<file path="config.mk">
export PLATFORM = sky130hd
export DESIGN_NAME = softmax_norm_buffer_flat
export DESIGN_NICKNAME = d
export VERILOG_FILES = /design/src/rtl/softmax_norm_buffer_if.sv /design/src/rtl/softmax_norm_buffer.sv /design/src/flat_wrapper.sv
export SDC_FILE = /design/constraint.sdc
export NUM_CORES = 2
export LEC_CHECK = 0
export ABC_AREA = 0
export BUFFER_PORTS_ARGS = -buffer_cell sky130_fd_sc_hd__clkbuf_2
export CORE_UTILIZATION = 60
export DETAILED_ROUTE_END_ITERATION = 6
export HOLD_SLACK_MARGIN = 0.15
export PLACE_DENSITY = 0.86
export SLEW_MARGIN = 0
export SYNTH_ARGS = -nofsm -noshare
export SYNTH_HDL_FRONTEND = slang
export SYNTH_SLANG_ARGS = --single-unit
</file>
<file path="constraint.sdc">
create_clock -name i_clk -period 14 [get_ports i_clk]
set_input_delay 0.7 -clock i_clk [delete_from_list [all_inputs] [get_ports i_clk]]
set_output_delay 0.7 -clock i_clk [all_outputs]
set_load 0.05 [all_outputs]
</file>
<file path="src/rtl/softmax_norm_buffer_if.sv">
// Handshake/data bundle for softmax_norm_buffer.
//   Exp input stream   : i_valid, i_exp, o_ready
//   Reciprocal request : o_sum_valid, o_sum
//   Reciprocal return  : i_recip_valid, i_reciprocal
//   Probability stream : o_prob_valid, o_prob, o_last
// Signal directions are named from the block's point of view. The slave
// modport is the block itself; the master modport is its environment.
interface softmax_norm_buffer_if #(
  parameter int unsigned IN_WIDTH  = 32,
  parameter int unsigned BIT_WIDTH = 16
);
  logic                 i_valid;
  logic [IN_WIDTH-1:0]  i_exp;
  logic                 o_ready;
  logic                 o_sum_valid;
  logic [IN_WIDTH-1:0]  o_sum;
  logic                 i_recip_valid;
  logic [BIT_WIDTH-1:0] i_reciprocal;
  logic                 o_prob_valid;
  logic [BIT_WIDTH-1:0] o_prob;
  logic                 o_last;

  modport slave (
    input  i_valid, i_exp, i_recip_valid, i_reciprocal,
    output o_ready, o_sum_valid, o_sum, o_prob_valid, o_prob, o_last
  );

  modport master (
    output i_valid, i_exp, i_recip_valid, i_reciprocal,
    input  o_ready, o_sum_valid, o_sum, o_prob_valid, o_prob, o_last
  );
endinterface

</file>
<file path="src/rtl/softmax_norm_buffer.sv">
// Softmax back end: buffers one vector of N exp() values (Q6.26) while
// accumulating their saturating sum, hands the sum to an external reciprocal
// unit, then scales every buffered exp by the returned reciprocal (Q0.16) and
// streams N probabilities (Q0.16).
// Ports:
//   i_clk  - clock
//   i_rst  - asynchronous reset, active high
//   bus_io - softmax_norm_buffer_if.slave (exp in, sum out, reciprocal in,
//            probability out)
module softmax_norm_buffer #(
  parameter int unsigned N         = 32,
  parameter int unsigned IN_WIDTH  = 32,
  parameter int unsigned BIT_WIDTH = 16
) (
  input  logic                      i_clk,
  input  logic                      i_rst,
  softmax_norm_buffer_if.slave      bus_io
);

  localparam int unsigned CntW   = $clog2(N);
  localparam int unsigned ProdW  = IN_WIDTH + BIT_WIDTH;
  // Exp has 6 integer bits; the product keeps the same 6 integer bits on top.
  localparam int unsigned FracIn = IN_WIDTH - 6;
  localparam logic [CntW-1:0] LastIdx = CntW'(N - 1);

  typedef enum logic [1:0] {StAccum, StSend, StWait, StNorm} state_e;

  state_e               state_q, state_d;
  logic [CntW-1:0]      cnt_q, cnt_d;
  logic [CntW-1:0]      idx_q, idx_d;
  logic [IN_WIDTH-1:0]  sum_q, sum_d;
  logic [IN_WIDTH-1:0]  sum_out_q, sum_out_d;
  logic [BIT_WIDTH-1:0] recip_q, recip_d;
  logic [BIT_WIDTH-1:0] prob_q, prob_d;
  logic                 prob_valid_q, prob_valid_d;
  logic                 last_q, last_d;

  logic [IN_WIDTH-1:0]  buf_q [N];
  logic                 buf_we;
  logic [IN_WIDTH:0]    sum_ext;
  logic [IN_WIDTH-1:0]  sum_sat;
  logic [ProdW-1:0]     prod;

  always_comb begin
    state_d      = state_q;
    cnt_d        = cnt_q;
    idx_d        = idx_q;
    sum_d        = sum_q;
    sum_out_d    = sum_out_q;
    recip_d      = recip_q;
    prob_d       = '0;
    prob_valid_d = 1'b0;
    last_d       = 1'b0;
    buf_we       = 1'b0;

    sum_ext = {1'b0, sum_q} + {1'b0, bus_io.i_exp};
    sum_sat = sum_ext[IN_WIDTH] ? '1 : sum_ext[IN_WIDTH-1:0];
    prod    = ProdW'(buf_q[idx_q]) * ProdW'(recip_q);

    unique case (state_q)
      StAccum: begin
        if (bus_io.i_valid) begin
          buf_we = 1'b1;
          sum_d  = sum_sat;
          cnt_d  = cnt_q + 1'b1;
          if (cnt_q == LastIdx) begin
            state_d   = StSend;
            sum_out_d = sum_sat;
            cnt_d     = '0;
          end
        end
      end
      StSend: state_d = StWait;
      StWait: begin
        if (bus_io.i_recip_valid) begin
          recip_d = bus_io.i_reciprocal;
          idx_d   = '0;
          state_d = StNorm;
        end
      end
      StNorm: begin
        prob_valid_d = 1'b1;
        // Any set integer bit means the probability reached 1.0 or more.
        prob_d = (|prod[ProdW-1:FracIn+BIT_WIDTH]) ? '1 : prod[FracIn+BIT_WIDTH-1:FracIn];
        last_d = (idx_q == LastIdx);
        idx_d  = idx_q + 1'b1;
        if (idx_q == LastIdx) begin
          state_d = StAccum;
          idx_d   = '0;
          cnt_d   = '0;
          sum_d   = '0;
        end
      end
      default: state_d = StAccum;
    endcase
  end

  always_ff @(posedge i_clk or posedge i_rst) begin
    if (i_rst) begin
      state_q      <= StAccum;
      cnt_q        <= '0;
      idx_q        <= '0;
      sum_q        <= '0;
      sum_out_q    <= '0;
      recip_q      <= '0;
      prob_q       <= '0;
      prob_valid_q <= 1'b0;
      last_q       <= 1'b0;
    end else begin
      state_q      <= state_d;
      cnt_q        <= cnt_d;
      idx_q        <= idx_d;
      sum_q        <= sum_d;
      sum_out_q    <= sum_out_d;
      recip_q      <= recip_d;
      prob_q       <= prob_d;
      prob_valid_q <= prob_valid_d;
      last_q       <= last_d;
    end
  end

  // Data storage only; never read before being written for the current vector.
  always_ff @(posedge i_clk) begin
    if (buf_we) buf_q[cnt_q] <= bus_io.i_exp;
  end

  assign bus_io.o_ready      = (state_q == StAccum) && !i_rst;
  assign bus_io.o_sum_valid  = (state_q == StSend);
  assign bus_io.o_sum        = sum_out_q;
  assign bus_io.o_prob_valid = prob_valid_q;
  assign bus_io.o_prob       = prob_q;
  assign bus_io.o_last       = last_q;

endmodule
</file>
<file path="src/flat_wrapper.sv">
// flat-port wrapper written by rule: the top's interface ports become plain ports
module softmax_norm_buffer_flat 
#(
  parameter int unsigned N         = 32,
  parameter int unsigned IN_WIDTH  = 32,
  parameter int unsigned BIT_WIDTH = 16
)
  (i_clk, i_rst, bus_io_i_valid, bus_io_i_exp, bus_io_i_recip_valid, bus_io_i_reciprocal, bus_io_o_ready, bus_io_o_sum_valid, bus_io_o_sum, bus_io_o_prob_valid, bus_io_o_prob, bus_io_o_last);
  softmax_norm_buffer_if #(.IN_WIDTH(IN_WIDTH), .BIT_WIDTH(BIT_WIDTH)) bus_io_i ();
  input  logic i_clk;
  input  logic i_rst;
  input wire logic [$bits(bus_io_i.i_valid)-1:0] bus_io_i_valid;
  input wire logic [$bits(bus_io_i.i_exp)-1:0] bus_io_i_exp;
  input wire logic [$bits(bus_io_i.i_recip_valid)-1:0] bus_io_i_recip_valid;
  input wire logic [$bits(bus_io_i.i_reciprocal)-1:0] bus_io_i_reciprocal;
  output wire logic [$bits(bus_io_i.o_ready)-1:0] bus_io_o_ready;
  output wire logic [$bits(bus_io_i.o_sum_valid)-1:0] bus_io_o_sum_valid;
  output wire logic [$bits(bus_io_i.o_sum)-1:0] bus_io_o_sum;
  output wire logic [$bits(bus_io_i.o_prob_valid)-1:0] bus_io_o_prob_valid;
  output wire logic [$bits(bus_io_i.o_prob)-1:0] bus_io_o_prob;
  output wire logic [$bits(bus_io_i.o_last)-1:0] bus_io_o_last;
  assign bus_io_i.i_valid = bus_io_i_valid;
  assign bus_io_i.i_exp = bus_io_i_exp;
  assign bus_io_i.i_recip_valid = bus_io_i_recip_valid;
  assign bus_io_i.i_reciprocal = bus_io_i_reciprocal;
  assign bus_io_o_ready = bus_io_i.o_ready;
  assign bus_io_o_sum_valid = bus_io_i.o_sum_valid;
  assign bus_io_o_sum = bus_io_i.o_sum;
  assign bus_io_o_prob_valid = bus_io_i.o_prob_valid;
  assign bus_io_o_prob = bus_io_i.o_prob;
  assign bus_io_o_last = bus_io_i.o_last;
  softmax_norm_buffer #(.N(N), .IN_WIDTH(IN_WIDTH), .BIT_WIDTH(BIT_WIDTH)) u_core (.i_clk(i_clk), .i_rst(i_rst), .bus_io(bus_io_i));
endmodule
</file>
==> reports/metrics.cfg <==
[timing]
worst_pin_slew_ns = 1.444
fin_crit_ns = 10.57
grt_setup_unrepaired = false
fmax_mhz = 94.57
hold_viol = 0
tns_ns = 0
setup_viol = 0
fin_crit_sh = 0.7553
fin_skew_ns = 0.05928
maxSlewViolCount = 0
slew_headroom = 0.03710

[detailed_routing]
drt-wirelength-per-cell_um = 31.20
drc_errors = 0
drtPass1Iterations = 6
vias_per_cell = 6.781
drtAntennaViolNets = 0
via_count = 36990
wl_um = 170200
first_iter_violations = 4886

[critical_path]
reg2regPathDepth = 29
r2r_slack_ns = 3.43
path_max_fanout = 31
critPathLaunchType = flip-flop
path_class = reg -> reg
slowest_delay_ns = 0.77
cp_slowest_cell = or4_1
endpoint_kind = flip-flop
r2r-end = u_core.bus_io.o_prob[5]$_DFF_PP0_
critPathBufInv = 5
cp.arrival_ns = 11.13
critPathRequiredTime_ns = 14.55
timing.rr.start = u_core.idx_q[0]$_DFFE_PP0P_
crit_path_frequent_cell = fa_1
cpLargestDelayFamily = adder cells

[synthesis]
synth_area_um2 = 60570
synth_top_cell_area_share = 0.5077
yosysUniqueCellTypes = 68
synth_area_leader_cell = edfxtp_1
synthArstFlopShare = 0.09700
ys_ff_latch = 1134
ys_warn_count = 0
yosysMostFrequentCell = edfxtp_1
seq_area_frac_synth = 0.5531
synth_enable_flop_cells = 1024
ys_dominant_reg_cell = edfxtp_1
syn_inst = 3980
yosys-top-cells-count = edfxtp_1 (1024), inv_1 (473), nand2_1 (432)
synthTopCellsByArea = edfxtp_1 (51%), fa_1 (14%), mux4_2 (12%), dfrtp_1 (4.5%), ha_1 (3.3%)
synth_fp_nets = 4610
avgSynthCellArea_um2 = 15.22

[cts]
insertion_delay_ns = 0.71
h-tree-depth = 3
clock-sinks = 1134
clk_path_buf_depth = 3
root_buffer = clkbuf_16
postCtsSetupBuffers = 0
path_clk_slew_ns = 0.06
cts_tree = built
cts_made_buffers = 105

[global_route]
overflow = 0
grt_pass1_wl_um = 250000
grt_max_degree = 113
antenna_found_initial = 6
track_usage = 0.3395
grt_pass1_vias = 38330

[cells_and_area]
drive_gt1_frac = 0.1694
syn2layout_area_growth_pct = 9.341
multi_input_area_um2 = 24760
register_area_um2 = 33520
nets = 4689
num-fill-cells = 6297

[floorplan]
die-area_um2 = 102200
rows = 116
io_pins = 104
start_util = 0.6057
die_y_um = 319.7
core_area_um2 = 100000
die_x_um = 319.7

[min_path]
hold_path_end = u_core.recip_q[7]$_DFFE_PP0P_
hold_depth = 2
hold_class = in -> reg
hold_path.startpoint = bus_io_i_reciprocal[7]

[flow_run]
cap_violations = 0

[place]
globalplace.congestion = 0.9149
port_buffers = 103
dp.final_hpwl_um = 97270

[status]
status = completed

==> cell type report <==
class,instances,area share
timing repair buffer,176,0.01685
tap,1298,0.02452
antenna,5,0.0001889
clock inverter,62,0.009767
sequential,1134,0.5061
clock buffer,137,0.04194
inverter,473,0.02685
multi-input combinational,2169,0.3738
==> cells by family (layout without fill, tap and decap cells) <==
| kind of cell | after synthesis | after routing | share of synthesized area |
|---|---|---|---|
| other | 0 | 5 | 0 |
| muxes | 349 | 349 | 0.1227 |
| xor gates and xnor gates | 50 | 50 | 0.007230 |
| AOI/OAI and AO/OA | 354 | 354 | 0.03867 |
| and+or+nand+nor | 838 | 838 | 0.06484 |
| buffers and inverters | 677 | 848 | 0.04224 |
| DFF | 1134 | 1134 | 0.5531 |
| adders and majority gates | 578 | 578 | 0.1712 |
==> cells in the final DEF, fill, tap and decap left out, drive strengths merged, types with 8 or more instances in the layout <==
cell type	count
bufinv	10
nor2	94
clkinv	45
clkbuf	240
o21a	21
nand2b	29
and2	154
and3	24
o21bai	9
dfrtp	110
a22o	11
ha	160
mux2i	12
xor2	30
nor2b	44
inv	478
o31ai	8
mux4	312
buf	72
xnor2	20
edfxtp	1024
nor3	10
mux2	25
fa	418
a21o	69
a31oi	38
nand3	17
a21oi	97
nand4	16
nand2	432
o21ai	47
==> how the worst max path moves through the flow <==
stage,from,endpoint,slack [ns],cells past startpoint
after CTS,u_core.idx_q[0]$_DFFE_PP0P_,u_core.bus_io.o_prob[5]$_DFF_PP0_,3.50,28
final,u_core.idx_q[0]$_DFFE_PP0P_,u_core.bus_io.o_prob[5]$_DFF_PP0_,3.43,29
after global routing,u_core.idx_q[0]$_DFFE_PP0P_,u_core.bus_io.o_prob[5]$_DFF_PP0_,2.96,29
after detailed placement,u_core.idx_q[0]$_DFFE_PP0P_,u_core.bus_io.o_prob[12]$_DFF_PP0_,3.53,28
after floorplan,u_core.idx_q[0]$_DFFE_PP0P_,u_core.bus_io.o_prob[5]$_DFF_PP0_,3.90,33
after global placement,u_core.idx_q[0]$_DFFE_PP0P_,u_core.bus_io.o_prob[11]$_DFF_PP0_,3.80,28
==> metal layers <==
metal  global-route usage  up-vias  share of wire
met5                    0        -        0.00011
met2               0.5676     2990           0.50
li1                     -    14370              -
met4               0.2038        4          0.068
met1               0.4133    18890           0.33
met3              0.06421      737           0.11
==> sequential cells by signal, indices dropped and copies added (netlist names) <==
name / count
u_core.sum_q: 32
u_core.state_q: 2
u_core.bus_io.o_sum: 32
u_core.bus_io.o_prob: 16
u_core.recip_q: 16
u_core.bus_io.o_last: 1
u_core.idx_q: 5
u_core.bus_io.o_prob_valid: 1
u_core.buf_q: 1024
u_core.cnt_q: 5
==> worst register-to-register path: cells and delay by family, from the launching register on <==
kind | cells | cell delay, ns
adder cells (fa/ha/maj) | 7 | 3.22
AND/OR/NAND/NOR | 7 | 2.76
AO/OA/AOI/OAI | 7 | 1.55
multiplexers | 2 | 1.18
buffers and inverters | 5 | 0.87
flip-flops | 1 | 0.74
XOR/XNOR | 1 | 0.14
==> through the flow <==
step           hold slack, ns  instance area, µm²  setup slack (ns)  utilization  std cells
6_report               0.2467               66230             3.425       0.6623       5454
5_1_grt                0.2319               66220             2.955       0.6622       5452
4_1_cts                0.2108               66220             3.495       0.6622       5449
3_5_place_dp           0.4728               62780             3.535       0.6278       5249
3_3_place_gp           0.4622               62780             3.802       0.6278       5249
2_1_floorplan          0.4534               60570             3.904            -       3980
==> timing repair <==
| item | in CTS | in global routing |
|---|---|---|
| endpoints found under the hold margin | 39 | 0 |
| hold buffers | 1 | 0 |
| gates resized for setup | 0 | 0 |
Power is left out: the tool's default activity adds up to more than one toggle a clock period on the data nets, which glitch-free logic cannot reach.
